<file path="src/rtl/fetch_pc_unit.sv">
// fetch_pc_unit: program counter, branch resolution, compare flags and run/halt sequencing
module fetch_pc_unit #(
  parameter int PC_W = 10,
  parameter logic [PC_W-1:0] START_ADDR = '0,
  parameter logic [PC_W-1:0] LUT0 = '0,
  parameter logic [PC_W-1:0] LUT1 = '0,
  parameter logic [PC_W-1:0] LUT2 = '0,
  parameter logic [PC_W-1:0] LUT3 = '0
) (
  input  logic            Clk,
  input  logic            Reset,
  input  logic            Start,
  input  logic            ConditionalJump,
  input  logic            BranchAbsOrRel,
  input  logic [1:0]      BranchConditions,
  input  logic [1:0]      PCTarg,
  input  logic            Ack,
  input  logic            FlagWrEn,
  input  logic            ZeroIn,
  input  logic            NegIn,
  output logic [PC_W-1:0] ProgCtr,
  output logic            Running,
  output logic            Done
);
  typedef enum logic [1:0] {IDLE, RUN, HALT} state_t;
  state_t state;
  logic zero_f, neg_f, cond, take;
  logic [PC_W-1:0] lut_val, target;
  always_comb begin
    lut_val = PCTarg == 2'd0 ? LUT0 : PCTarg == 2'd1 ? LUT1 : PCTarg == 2'd2 ? LUT2 : LUT3;
    target  = BranchAbsOrRel ? ProgCtr + lut_val : lut_val;
    cond    = BranchConditions == 2'd0 ? 1'b1 : BranchConditions == 2'd1 ? zero_f :
              BranchConditions == 2'd2 ? neg_f : !zero_f && !neg_f;
    take    = ConditionalJump && cond;
  end
  // Branch resolution reads the flags before this edge's CMP update lands.
  always_ff @(posedge Clk or posedge Reset) begin
    if (Reset) begin
      state   <= IDLE;
      ProgCtr <= START_ADDR;
      zero_f  <= 1'b0;
      neg_f   <= 1'b0;
      Running <= 1'b0;
      Done    <= 1'b0;
    end else if (Start) begin
      state   <= RUN;
      ProgCtr <= START_ADDR;
      zero_f  <= 1'b0;
      neg_f   <= 1'b0;
      Running <= 1'b1;
      Done    <= 1'b0;
    end else if (state == RUN) begin
      if (FlagWrEn) begin
        zero_f <= ZeroIn;
        neg_f  <= NegIn;
      end
      if (Ack) begin
        state   <= HALT;
        Running <= 1'b0;
        Done    <= 1'b1;
      end else begin
        ProgCtr <= take ? target : ProgCtr + 1'b1;
      end
    end
  end
endmodule

</file>
<file path="config.mk">
export PLATFORM = sky130hd
export DESIGN_NAME = fetch_pc_unit
export DESIGN_NICKNAME = d
export VERILOG_FILES = /design/src/rtl/fetch_pc_unit.sv
export SDC_FILE = /design/constraint.sdc
export NUM_CORES = 1
export LEC_CHECK = 0
export CAP_MARGIN = 20
export CORE_MARGIN = 2
export CORE_UTILIZATION = 46
export CTS_CLUSTER_DIAMETER = 40
export DETAILED_ROUTE_END_ITERATION = 10
export PLACE_DENSITY = 0.75
export SLEW_MARGIN = 10
export SYNTH_ARGS = -nofsm -noshare
export SYNTH_HDL_FRONTEND = slang
export SYNTH_SLANG_ARGS = --single-unit
</file>
<file path="constraint.sdc">
create_clock -name Clk -period 1.62 [get_ports Clk]
set_input_delay 0.162 -clock Clk [delete_from_list [all_inputs] [get_ports Clk]]
set_output_delay 0.162 -clock Clk [all_outputs]
set_load 0.01 [all_outputs]
</file>
==> reports/results.txt, run 1 <==
status = finished, final reports clean
final layout net count = 131
post-synth top area share = 40.1%
final wirelength = 2100 um
Die Y = 47.6 um
Hold-fix buffers, CTS = 0
RR Startpoint = Done
DR DRC count = 0
sequential cell area = 350 um^2
DR vias/cell = 5.80
CTS tree = built
Fill cells = 162
vias in the first global route = 763
top sig layer = met4
clock-pin transition on the worst setup and hold timing paths = 90 ps
Main synth FF type = dfrtp_1
PortBufs = 22
Mapped Cells = 85
Non-Filler Instances = 141
Max Slew Vio Count = 0
placement row count = 15
Final Hold Viols = 0
Post-synth EDFFs = 0
die extent in x = 47.6 um
synthesis-to-finish area growth = 38.5%
H-tree levels = 1
First-pass DRT Iterations = 5
placed cell areas = 0.00115 mm^2
Worst setup SP type = flip-flop
post-placement cell count = 137
synthesized flop and latch total = 14
pwr/cell area = 645 mW/mm^2
DR vias = 818
worst r2r dst = ProgCtr[2]
Final min period = 1570 ps
first-pass GRT wire length = 3420 um
sequential element share of the synthesized area = 40.1%
fmax = 638 MHz
drt wl/cell = 14.9 um
antenna violations before repair = 0
Rel. slew slack = 63.7%
largest net degree at the start of global routing = 15
met1 wire length = 930 um
Design Area, Final = 0.00121 mm^2
Net Count, Synth = 99
most area-hungry cell type in the Yosys netlist = dfrtp_1
ys async rst share = 100%
Met3 Routed Length = 102 um
Worst Tran Pin Value = 544 ps
Mapped Area = 873 um^2
ANT cells = 0
total CTS buffers = 3
fraction of layout instances using a drive strength above 1 = 20.7%
die area = 0.00226 mm^2
largest fanout on the critical path = 5
critical path's top delay family = compound AO/OA/AOI/OAI gates
Max clock buf depth = 2
multi-input combinational cell area = 500 um^2
gr usage total = 22.3%
fin crit share = 96.8%
Starting Density = 49.5%
Buf/Inv on CP = 0
FF-to-FF path depth = 4
slowest CP cell = a2111oi_0
VDD IR max = 560 uV
Core Area = 0.00176 mm^2
CTS Sinks = 14
CP Capture Type = flip-flop
Root Buffer Master = clkbuf_4
leakage = 0.538 nW
routability cong. = 0.810
synth warn = 0
Detailed Place HPWL = 1520 um
latest clock arrival within the worst-skew pair = 290 ps
met2 wire len = 1040 um
Top Ports = 25
RSZ-0062 raised after global routing = true
Setup Crit Path Kind = reg -> reg
Setup Slack @ Placement = -188 ps
Hold Crit Class = in -> async
Initial DRC Count = 33
Final Setup Violations = 0
final setup margin = 52.1 ps
Req. time, crit path = 1850 ps
grt ovf = 0
flop2flop setup slack = 50 ps
number of nets with antenna violations after routing = 0
count of cell types in the netlist = 35
Crit path largest cell delay = 460 ps
Max Cap Viol = 0
syn avg cell area = 10.3 um^2
clock skew = 2.37 ps
largest cells by area after synthesis = dfrtp_1 (40%), a211o_1 (6.0%), a211oi_1 (5.2%)
CP cell instances = nor3b_4, nand2b_1, a2111oi_0, a211o_1
Worst EP arrival = 1800 ps
## layout by cell type, fill, tap and decap left out, drive strengths merged, types with 2 or more instances in the layout
master / count
clkdlybuf4s50: 22
dfrtp: 14
buf: 8
nand2: 7
a211oi: 6
a211o: 6
nand3: 4
clkbuf: 4
and3: 4
nor4: 3
a22o: 3
inv: 3
a2111oi: 3
nor2: 3
a21oi: 3
nand2b: 2
mux2i: 2
nor3: 2
o21ai: 2
o31ai: 2
a21o: 2
## worst max-delay path by stage
| stage | from | to | slack, ps | cells past startpoint |
|---|---|---|---|---|
| 4_1_cts | Done | ProgCtr[2] | 70 | 4 |
| 3_3_place_gp | BranchConditions[1] | ProgCtr[7] | -140 | 5 |
| 6_report | Done | ProgCtr[2] | 50 | 4 |
| 2_1_floorplan | Done | ProgCtr[2] | 100 | 5 |
| 3_5_place_dp | BranchConditions[1] | ProgCtr[8] | -190 | 5 |
| 5_1_grt | Done | ProgCtr[4] | -40 | 4 |
## routing by layer
metal  track usage (%)  vias to the layer above
met2              33.8                       29
met3              5.66                        6
met1              30.1                      392
li1                  -                      391
met5                 0                        -
met4              10.3                        0
## kinds of logic (layout without fill, tap and decap cells)
family | Yosys count | in the layout | synth area share (%)
simple gates | 31 | 31 | 22.2
compound gates | 29 | 29 | 27.2
flops | 14 | 14 | 40.1
buf+inv | 6 | 37 | 4.73
xor+xnor | 2 | 2 | 2.01
mux | 2 | 2 | 2.29
fa+ha+maj | 1 | 1 | 1.43
## layout make-up
cell class	instances	area share [%]
repair buffers	30	23.2
clock buffers	4	3.00
multi-input cells	65	41.4
inverters	3	0.931
well taps	25	2.59
flip-flops and latches	14	29.0
## registers in the layout, indices dropped and copies added (netlist names)
register and cells:
Done 1, ProgCtr 10, neg_f 1, state 1, zero_f 1
## through the flow
step	TNS [ps]	hold slack [ps]	total power, mW	util (%)
after global routing	-63.4	247	0.826	68.6
after CTS	0	215	0.789	67.5
after detailed placement	-1470	534	0.528	65.5
after floorplan	0	51.2	0.459	-
after global placement	-989	532	0.526	65.5
final	0	209	0.781	68.6
## report_power, final
group	switching, mW	internal, mW
Clock	0.118	0.137
Combinational	0.0756	0.0800
Sequential	0.0104	0.360
## Yosys cell counts (2+ instances only)
| cell type | count |
|---|---|
| inv_1 | 3 |
| nand3_1 | 4 |
| a21oi_1 | 2 |
| nor3_1 | 2 |
| nor2_1 | 3 |
| nand2b_1 | 2 |
| mux2i_1 | 2 |
| nand2_1 | 7 |
| a22o_1 | 3 |
| and3_2 | 2 |
| nor4_1 | 3 |
| o31ai_1 | 2 |
| a2111oi_0 | 3 |
| a211oi_1 | 6 |
| dfrtp_1 | 14 |
| o21ai_0 | 2 |
| a211o_1 | 6 |
| and3_1 | 2 |
## repair_timing
| action | CTS | global route |
|---|---|---|
| gates resized for setup | 0 | 3 |
| setup endpoints to repair | 0 | 4 |
| setup buffers | 0 | 0 |
| hold endpoints to repair | 0 | 0 |
Note: power is estimated with default switching activity, not from simulation.
==> run 2: changes to the inputs <==
--- a/config.mk
+++ b/config.mk
@@ -5,7 +5,6 @@
 export SDC_FILE = /design/constraint.sdc
 export NUM_CORES = 1
 export LEC_CHECK = 0
-export CAP_MARGIN = 20
 export CORE_MARGIN = 2
 export CORE_UTILIZATION = 46
 export CTS_CLUSTER_DIAMETER = 40
==> results of run 2 <==
No change in the layout: final DEF, timing and power equal those of run 1.
==> run 3: changes to the inputs <==
--- a/config.mk
+++ b/config.mk
@@ -9,6 +9,7 @@
 export CORE_UTILIZATION = 46
 export CTS_CLUSTER_DIAMETER = 40
 export DETAILED_ROUTE_END_ITERATION = 10
+export GPL_TIMING_DRIVEN = 0
 export PLACE_DENSITY = 0.75
 export SLEW_MARGIN = 10
 export SYNTH_ARGS = -nofsm -noshare
==> run 3 against run 2 <==
Compared with the run above:
- utilization fell by 0.14 points
- global-route usage down 0.88 points
- clock-buffer cell count unchanged
- clock skew rose by 2.7 ps
- fmax increased by 0.80%
- cell area shrank 0.21%
- power up 1.2%
- hold slack got worse by 8.8 ps
- via count decreased by 0.61%
- register-to-register slack better by 30 ps
- critical path type is now reg -> out
- largest cell class unchanged
- largest power group unchanged
==> reports/results.txt, run 3 (synthesis results as in run 1) <==
Max clock buf depth = 2
largest net degree at the start of global routing = 15
CP Capture Type = primary output
Setup TNS Final = 0 ps
DR vias/cell = 5.93
Initial DRC Count = 20
number of nets with antenna violations after routing = 0
post-placement cell count = 132
Rel. slew slack = 64.0%
ANT cells = 0
first-pass GRT wire length = 3340 um
slowest CP cell = clkdlybuf4s50_1
Max Cap Viol = 0
Starting Density = 49.5%
gr usage total = 21.5%
status = finished, final reports clean
fraction of layout instances using a drive strength above 1 = 22.3%
Buf/Inv on CP = 1
Worst EP arrival = 1390 ps
Final min period = 1560 ps
final layout net count = 127
Fill cells = 157
power share of the clock group = 33.3%
Comb pwr share = 19.1%
fmax = 643 MHz
drt wl/cell = 15.6 um
commonest cells after routing, fill and taps aside = clkdlybuf4s50_1 (22), dfrtp_1 (11), nand2_1 (7)
Seq pwr share = 47.6%
DR vias = 813
Internal = 574 uW
CTS Sinks = 14
routability cong. = 0.827
CP cell instances = clkdlybuf4s50_1
latest clock arrival within the worst-skew pair = 290 ps
die area = 0.00226 mm^2
Worst setup SP type = flip-flop
placement row count = 15
First-pass DRT Iterations = 4
sequential cell area = 354 um^2
Net Switching = 216 uW
critical path's top delay family = buffers and inverters
Detailed Place HPWL = 1510 um
PortBufs = 22
clock skew = 5.06 ps
Final Setup Violations = 0
Req. time, crit path = 1460 ps
Setup Crit Path Kind = reg -> out
Worst Tran Pin Value = 539 ps
total CTS buffers = 3
grt ovf = 0
vias in the first global route = 769
Top Ports = 25
switch share = 27.3%
synthesis-to-finish area growth = 38.3%
Final Hold Viols = 0
pwr/cell area = 654 mW/mm^2
largest fanout on the critical path = 8
Hold Crit Class = in -> async
antenna violations before repair = 0
VDD IR max = 499 uV
commonest non-fill, non-tap cell in the layout = clkdlybuf4s50_1
leakage = 0.513 nW
DR DRC count = 0
Max Slew Vio Count = 0
die extent in x = 47.6 um
Non-Filler Instances = 137
fin crit share = 96.0%
multi-input combinational cell area = 520 um^2
clock-pin transition on the worst setup and hold timing paths = 90 ps
Crit path largest cell delay = 600 ps
Top reg by flops = ProgCtr
CTS tree = built
Hold-fix buffers, CTS = 0
final wirelength = 2140 um
H-tree levels = 1
max FFs per register = 10
RSZ-0062 raised after global routing = false
Core Area = 0.00176 mm^2
Die Y = 47.6 um
Root Buffer Master = clkbuf_4
-- run 3: changes by cell type in the layout (fill, tap and decap cells not counted), sizes merged --
cell,delta
clkbuf,+1
buf,-5
-- run 3: timing repair --
action                                  4_1_cts  5_1_grt
pin swaps                                     2        4
endpoints found under the setup margin        3        5
resized for setup                             1       10
cloned                                        0        0
buffers inserted                              0        2
-- run 3: metrics by stage --
step / cell area [um^2] / setup WS [ps] / power [mW] / hold WS [ps] / util [%]
2_1_floorplan: 873 / 103 / 0.459 / 51.2 / -
3_3_place_gp: 1120 / -233 / 0.519 / 528 / 63.8
3_5_place_dp: 1120 / -236 / 0.523 / 537 / 63.8
4_1_cts: 1160 / 0.854 / 0.782 / 223 / 65.9
5_1_grt: 1210 / 8.74 / 0.822 / 269 / 68.4
6_report: 1210 / 64.6 / 0.790 / 200 / 68.4
-- run 3: worst paths after layout --
check,slack [ps],startpoint,end,cells after the start
worst max-delay path,60,ProgCtr[2],ProgCtr[2],1
worst min-delay path,200,Reset,neg_f,2
worst max register to register,80,zero_f,ProgCtr[5],4
worst min register to register,560,zero_f,zero_f,2
max in group asynchronous,1030,Reset,ProgCtr[1],2
min in group Clk,500,NegIn,neg_f,3
-- run 3: cell type report --
class,instances,share of cell area (%)
buffer,2,1.55
clock buffer,4,3.01
inverter,3,0.933
multi-input combinational,65,43.1
sequential,14,29.3
tap,25,2.59
timing repair buffer,24,19.5
-- run 3: layer usage --
| layer | global-route usage (%) | up-vias | part of all wire (%) |
|---|---|---|---|
| met4 | 8.11 | 0 | 1.7 |
| met3 | 4.53 | 5 | 5.6 |
| met5 | 0 | - | 0 |
| met2 | 35.1 | 25 | 47 |
| met1 | 28.0 | 398 | 46 |
| li1 | - | 385 | - |
-- run 3: power groups by stage --
stage | sequential (mW) | clock, mW | combinational, mW
3_5_place_dp | 0.381 | 0 | 0.142
6_report | 0.376 | 0.263 | 0.151
5_1_grt | 0.379 | 0.279 | 0.164
3_3_place_gp | 0.380 | 0 | 0.140
4_1_cts | 0.374 | 0.265 | 0.142
2_1_floorplan | 0.382 | 0 | 0.0768
